$ cat src/rtl/fetch_sequencer_pkg.sv
// Shared types and encodings for the fetch sequencer and its redirect arbiter.
package fetch_sequencer_pkg;

  // Sequencer states.
  typedef enum logic [1:0] {
    StRun  = 2'd0,
    StPend = 2'd1,
    StHalt = 2'd2
  } state_e;

  // Redirect kinds; the numeric order is the priority order (higher wins).
  typedef enum logic [1:0] {
    KindNone = 2'd0,
    KindJmp  = 2'd1,
    KindBr   = 2'd2,
    KindExc  = 2'd3
  } redirect_kind_e;

  // Fetch unit rw encodings.
  localparam logic MEM_READ  = 1'b0;
  localparam logic MEM_WRITE = 1'b1;

  // Every redirect squashes IF/ID.
  function automatic logic kind_flushes_if_id(redirect_kind_e kind);
    return kind != KindNone;
  endfunction

  // Only exceptions and branches (resolved in EX) also squash ID/EX.
  function automatic logic kind_flushes_id_ex(redirect_kind_e kind);
    return (kind == KindExc) || (kind == KindBr);
  endfunction

endpackage

$ cat src/rtl/fetch_redirect_arbiter.sv
// Fixed-priority redirect arbiter: exception > branch > jump.
module fetch_redirect_arbiter
  import fetch_sequencer_pkg::*;
#(
  parameter int unsigned           ADDR_WIDTH = 16,
  parameter logic [ADDR_WIDTH-1:0] EXC_VECTOR = 'h0004
) (
  input  logic                  exc_req,
  input  logic                  br_req,
  input  logic [ADDR_WIDTH-1:0] br_target,
  input  logic                  jmp_req,
  input  logic [ADDR_WIDTH-1:0] jmp_target,
  output redirect_kind_e        kind,
  output logic [ADDR_WIDTH-1:0] target
);

  // Pick the highest-priority active request and its target.
  always_comb begin
    kind   = KindNone;
    target = '0;
    if (exc_req) begin
      kind   = KindExc;
      target = EXC_VECTOR;
    end else if (br_req) begin
      kind   = KindBr;
      target = br_target;
    end else if (jmp_req) begin
      kind   = KindJmp;
      target = jmp_target;
    end
  end

endmodule

$ cat src/rtl/fetch_sequencer.sv
// PC sequencing controller: arbitrates redirects, parks one while imem is busy,
// drives the fetch unit stall/rw/write controls, flushes and halt/resume.
module fetch_sequencer
  import fetch_sequencer_pkg::*;
#(
  parameter int unsigned           ADDR_WIDTH = 16,
  parameter logic [ADDR_WIDTH-1:0] EXC_VECTOR = 'h0004
) (
  input  logic                  clk,
  input  logic                  rst_n,
  input  logic                  imem_ready,
  input  logic                  hazard_stall,
  input  logic                  exc_req,
  input  logic [ADDR_WIDTH-1:0] exc_pc,
  input  logic                  br_req,
  input  logic [ADDR_WIDTH-1:0] br_target,
  input  logic                  jmp_req,
  input  logic [ADDR_WIDTH-1:0] jmp_target,
  input  logic                  halt_req,
  input  logic                  resume,
  output logic                  fu_stall,
  output logic                  fu_rw,
  output logic [ADDR_WIDTH-1:0] fu_write,
  output logic                  flush_if_id,
  output logic                  flush_id_ex,
  output logic                  halted,
  output logic [ADDR_WIDTH-1:0] epc,
  output logic [15:0]           redirect_cnt
);

  state_e                state_q, state_d;
  redirect_kind_e        pend_kind_q, pend_kind_d;
  logic [ADDR_WIDTH-1:0] pend_target_q, pend_target_d;
  logic [ADDR_WIDTH-1:0] epc_q, epc_d;
  logic [15:0]           cnt_q, cnt_d;

  redirect_kind_e        req_kind;
  logic [ADDR_WIDTH-1:0] req_target;
  redirect_kind_e        sel_kind;
  logic [ADDR_WIDTH-1:0] sel_target;
  logic                  in_halt;
  logic                  replace;
  logic                  have_req;
  logic                  apply;
  logic                  exc_accept;

  // Branches and jumps cannot wake a halted core; only exceptions can.
  assign in_halt = (state_q == StHalt);

  fetch_redirect_arbiter #(
    .ADDR_WIDTH (ADDR_WIDTH),
    .EXC_VECTOR (EXC_VECTOR)
  ) u_arbiter (
    .exc_req    (exc_req),
    .br_req     (br_req & ~in_halt),
    .br_target  (br_target),
    .jmp_req    (jmp_req & ~in_halt),
    .jmp_target (jmp_target),
    .kind       (req_kind),
    .target     (req_target)
  );

  // Choose between the parked redirect and a new request; only strictly higher
  // priority displaces what is parked.
  always_comb begin
    replace    = (state_q == StPend) && (req_kind > pend_kind_q);
    sel_kind   = req_kind;
    sel_target = req_target;
    if ((state_q == StPend) && !replace) begin
      sel_kind   = pend_kind_q;
      sel_target = pend_target_q;
    end
    have_req   = (sel_kind != KindNone);
    apply      = have_req && imem_ready;
    // A parked exception is not re-accepted by a later exception.
    exc_accept = (req_kind == KindExc) &&
                 ((state_q != StPend) || (pend_kind_q != KindExc));
  end

  // Next-state, pending register, epc and redirect counter.
  always_comb begin
    state_d       = state_q;
    pend_kind_d   = pend_kind_q;
    pend_target_d = pend_target_q;
    epc_d         = exc_accept ? exc_pc : epc_q;
    cnt_d         = apply ? cnt_q + 16'd1 : cnt_q;
    if (apply) begin
      state_d       = StRun;
      pend_kind_d   = KindNone;
      pend_target_d = '0;
    end else if (have_req) begin
      state_d       = StPend;
      pend_kind_d   = sel_kind;
      pend_target_d = sel_target;
    end else begin
      unique case (state_q)
        StRun:   if (halt_req) state_d = StHalt;
        StHalt:  if (resume) state_d = StRun;
        StPend:  state_d = StPend;
        default: state_d = StRun;
      endcase
    end
  end

  // Control outputs; reset forces a plain stalled read.
  always_comb begin
    fu_stall    = 1'b1;
    fu_rw       = MEM_READ;
    fu_write    = sel_target;
    flush_if_id = 1'b0;
    flush_id_ex = 1'b0;
    if (rst_n) begin
      if (apply) begin
        fu_stall    = 1'b0;
        fu_rw       = MEM_WRITE;
        flush_if_id = kind_flushes_if_id(sel_kind);
        flush_id_ex = kind_flushes_id_ex(sel_kind);
      end else if ((state_q == StRun) && !have_req) begin
        fu_stall = hazard_stall | ~imem_ready;
      end
    end
  end

  // State and bookkeeping registers.
  always_ff @(posedge clk or negedge rst_n) begin
    if (!rst_n) begin
      state_q       <= StRun;
      pend_kind_q   <= KindNone;
      pend_target_q <= '0;
      epc_q         <= '0;
      cnt_q         <= '0;
    end else begin
      state_q       <= state_d;
      pend_kind_q   <= pend_kind_d;
      pend_target_q <= pend_target_d;
      epc_q         <= epc_d;
      cnt_q         <= cnt_d;
    end
  end

  assign halted       = in_halt;
  assign epc          = epc_q;
  assign redirect_cnt = cnt_q;

endmodule

$ cat config.mk
export PLATFORM = sky130hd
export DESIGN_NAME = fetch_sequencer
export DESIGN_NICKNAME = d
export VERILOG_FILES = /design/src/rtl/fetch_sequencer_pkg.sv /design/src/rtl/fetch_redirect_arbiter.sv /design/src/rtl/fetch_sequencer.sv
export SDC_FILE = /design/constraint.sdc
export NUM_CORES = 1
export LEC_CHECK = 0
export ABC_AREA = 1
export CAP_MARGIN = 20
export CORE_AREA = 8 8 142 91
export CTS_BUF_LIST = sky130_fd_sc_hd__clkbuf_4 sky130_fd_sc_hd__clkbuf_8
export DETAILED_ROUTE_END_ITERATION = 10
export DIE_AREA = 0 0 150 99
export PLACE_DENSITY = 0.6
export SLEW_MARGIN = 0
export SYNTH_ARGS = -nofsm -noshare
export SYNTH_HDL_FRONTEND = slang
export SYNTH_HIERARCHICAL = 1
export SYNTH_SLANG_ARGS = --single-unit
export TNS_END_PERCENT = 1
$ cat constraint.sdc
create_clock -name clk -period 3.39 [get_ports clk]
set_clock_uncertainty 0.2 [all_clocks]
set_input_delay 0.339 -clock clk [delete_from_list [all_inputs] [get_ports clk]]
set_output_delay 0.339 -clock clk [all_outputs]
set_load 0.01 [all_outputs]
==> results.txt <==
Post-synthesis mux area share: 5.71%
Initial DRC Count: 147
Met1 WL: 4490 um
CTS Buffer Depth: 2
Post-synth ARST share: 100%
Skew-Pair Late Insertion Delay: 0.30 ns
Final WS setup: 0.185 ns
Number of diodes: 0
Clk slew on worst S/H paths: 0.10 ns
Layout Cells excl Fill: 638
Ports: 110
Highest routed layer: met4
# DRC: 0
Post-synth EDFFs: 0
Pre-CTS setup slack: -0.0160 ns
Area of the mapped netlist: 3160 um2
Hold Path Class: in -> async
Crit path arrival time: 2.67 ns
GRT Total Usage: 12.5%
Dpl cells: 629
Leading post-synthesis cells by cell area: dfrtp_1 41%, nand2_1 11%, nand3_1 7.9%
Largest net degree at the start of global routing: 52
Initial antenna violation count: 0
Setup Viol. Count Final: 0
CTS tree: yes
Clock sink total: 52
Simple-gate share of the synthesized area: 28.6%
Port Buf Inserts: 109
Worst VDD drop: 0.257 mV
DP Area: 4380 um2
Nets@finish: 553
Worst setup path class: reg -> out
Post-DP HPWL: 7300 um
Slew headroom: 66.5%
Fraction of the mapped netlist area in adder cells: 1.19%
Final Max Slew Viols: 0
XOR/XNOR Fraction of Synth Area: 3.05%
Synth Area in Compound Gates: 9.71%
Yosys warning count: 6
Root buffer cell: clkbuf_8
Fin. Hold Viols: 0
Setup crit end kind: primary output
Antenna Violating Nets Remaining: 0
Row count: 30
First-pass GRT wire length: 14,900 um
Yosys top cell by area: dfrtp_1
Fillers: 1,072
Static Leak: 2.09 nW
Largest family of logic cells by synthesized area: simple AND/OR/NAND/NOR gates
Period utilization: 94.6%
Routed len/inst: 14.6 um
Status: complete, no violations
Share of the synthesized area in the top cell type: 41.2%
Die Width: 150 um
Synth cell types: 32
Share of cells above drive strength 1: 14.4%
Vias: 2,954
TritonRoute pass-1 iters: 5
Total Power: 2.58 mW
Core area: 10,900 um2
Avg Cell Area, Syn: 8.35 um2
RSZ-0062 raised after global routing: no
Inserted Clock Buffers: 5
Met3 Wirelength: 1080 um
Post-Syn Nets: 438
DRT Wirelength: 9320 um
Starting Density: 29.0%
Seq cells post-synth: 52
Startpoint Class: flip-flop
Global route overflow: 0
Routability cong.: 0.825
FMAX: 312 MHz
Synth Flop Type: dfrtp_1
CP Data Required Time: 2.85 ns
Max-cap viol count: 0
Final setup TNS: 0 ns
Design Area, Final: 4540 um2
CP Max Fanout: 9
Final core occ: 41.7%
Area Overhead vs Synth: 43.8%
Crit path time final: 3.21 ns
Worst slew pin tran: 0.502 ns
DR WL met2: 3720 um
Power Dens Cells: 568 nW/um2
Die Area: 14,900 um2
Vias in the first global route: 2,930
Htree depth: 2
Hold Worst Slack: 0.286 ns
Cell count after synthesis: 378
Sequential-to-total area share from yosys stat: 41.2%
Top-count cell post-synth: nand2_1
Die height: 99 um
Commonest cells in the synthesized netlist: 90 x nand2_1, 52 x dfrtp_1, 50 x nand3_1, 36 x inv_1, 25 x o21ai_1
Number of vias per cell: 4.63
==> cell usage in the layout, fill, tap and decap left out, drive strengths merged, types with 3 or more instances in the layout <==
cell type,Yosys,layout
dlymetal6s2s,0,11
xor2,6,6
clkdlybuf4s50,0,89
dfrtp,52,52
clkbuf,0,7
xnor2,5,5
nand3,59,59
mux2,16,16
ha,3,3
nand2,97,97
dlygate4sd2,0,8
o21ai,33,33
inv,38,38
a21oi,16,16
buf,20,19
nor2,20,20
nor3,4,4
==> critical path: stages, from the launching register on <==
cell and delay, ns:
dfrtp_1 0.42, nor2_4 0.14, nor2_1 0.05, buf_4 0.15
inv_8 0.04, nand2_1 0.08, ha_1 0.31, nand2_1 0.08
nand2_1 0.06, nand2_2 0.10, nand2_4 0.11, o21ai_1 0.22
clkdlybuf4s50_1 0.60
==> path summary, 6_finish.rpt <==
path                             from                end  slack [ns]  depth (start not counted)
max in group asynchronous       rst_n  pend_target_q[14]        1.86                          3
setup reg to reg           state_q[0]   pend_target_q[7]        0.60                         16
min in group clk              epc[11]            epc[11]        0.31                          1
hold reg to reg               epc[11]            epc[11]        0.31                          1
setup / recovery           state_q[0]        fu_write[8]        0.18                         12
hold / removal                  rst_n            epc[10]        0.29                          2
==> layout make-up <==
cell class,instances,area (um2),area share [%]
Clock buffer,7,96.3,2.12
Clock inverter,1,30.0,0.661
Inverter,38,150,3.31
Multi-Input combinational cell,268,1530,33.8
Sequential cell,52,1300,28.7
Tap cell,144,180,3.97
Timing Repair Buffer,128,1250,27.5
==> where the power goes <==
group          total [mW]  switching [mW]  internal [mW]
registers           0.854          0.0931          0.761
logic                1.26           0.682          0.579
clock network       0.466           0.205          0.261
==> routing by layer <==
layer	up-vias	track usage (%)
met2	124	18.3
met3	6	5.45
met4	0	1.38
met5	-	0
met1	1363	17.0
li1	1461	-
==> what timing repair did <==
| item | 4_1_cts | 5_1_grt |
|---|---|---|
| hold endpoints to repair | 16 | 0 |
| endpoints found under the setup margin | 18 | 11 |
| setup buffers | 0 | 0 |
| hold buffers | 1 | 0 |
| gates resized for setup | 12 | 13 |
==> registers in the layout, indices dropped and copies added (netlist names) <==
name	count
pend_target_q	16
epc	16
pend_kind_q	2
redirect_cnt	16
state_q	2
==> kinds of logic (layout without fill, tap and decap cells) <==
family,count (synthesis),in the layout
AOI/OAI and AO/OA,54,54
xor gates and xnor gates,11,11
adders and majority gates,3,3
buffers and inverters,58,174
DFF,52,52
muxes,16,16
and+or+nand+nor,184,184
No activity file was read; power rests on OpenSTA's default activity.
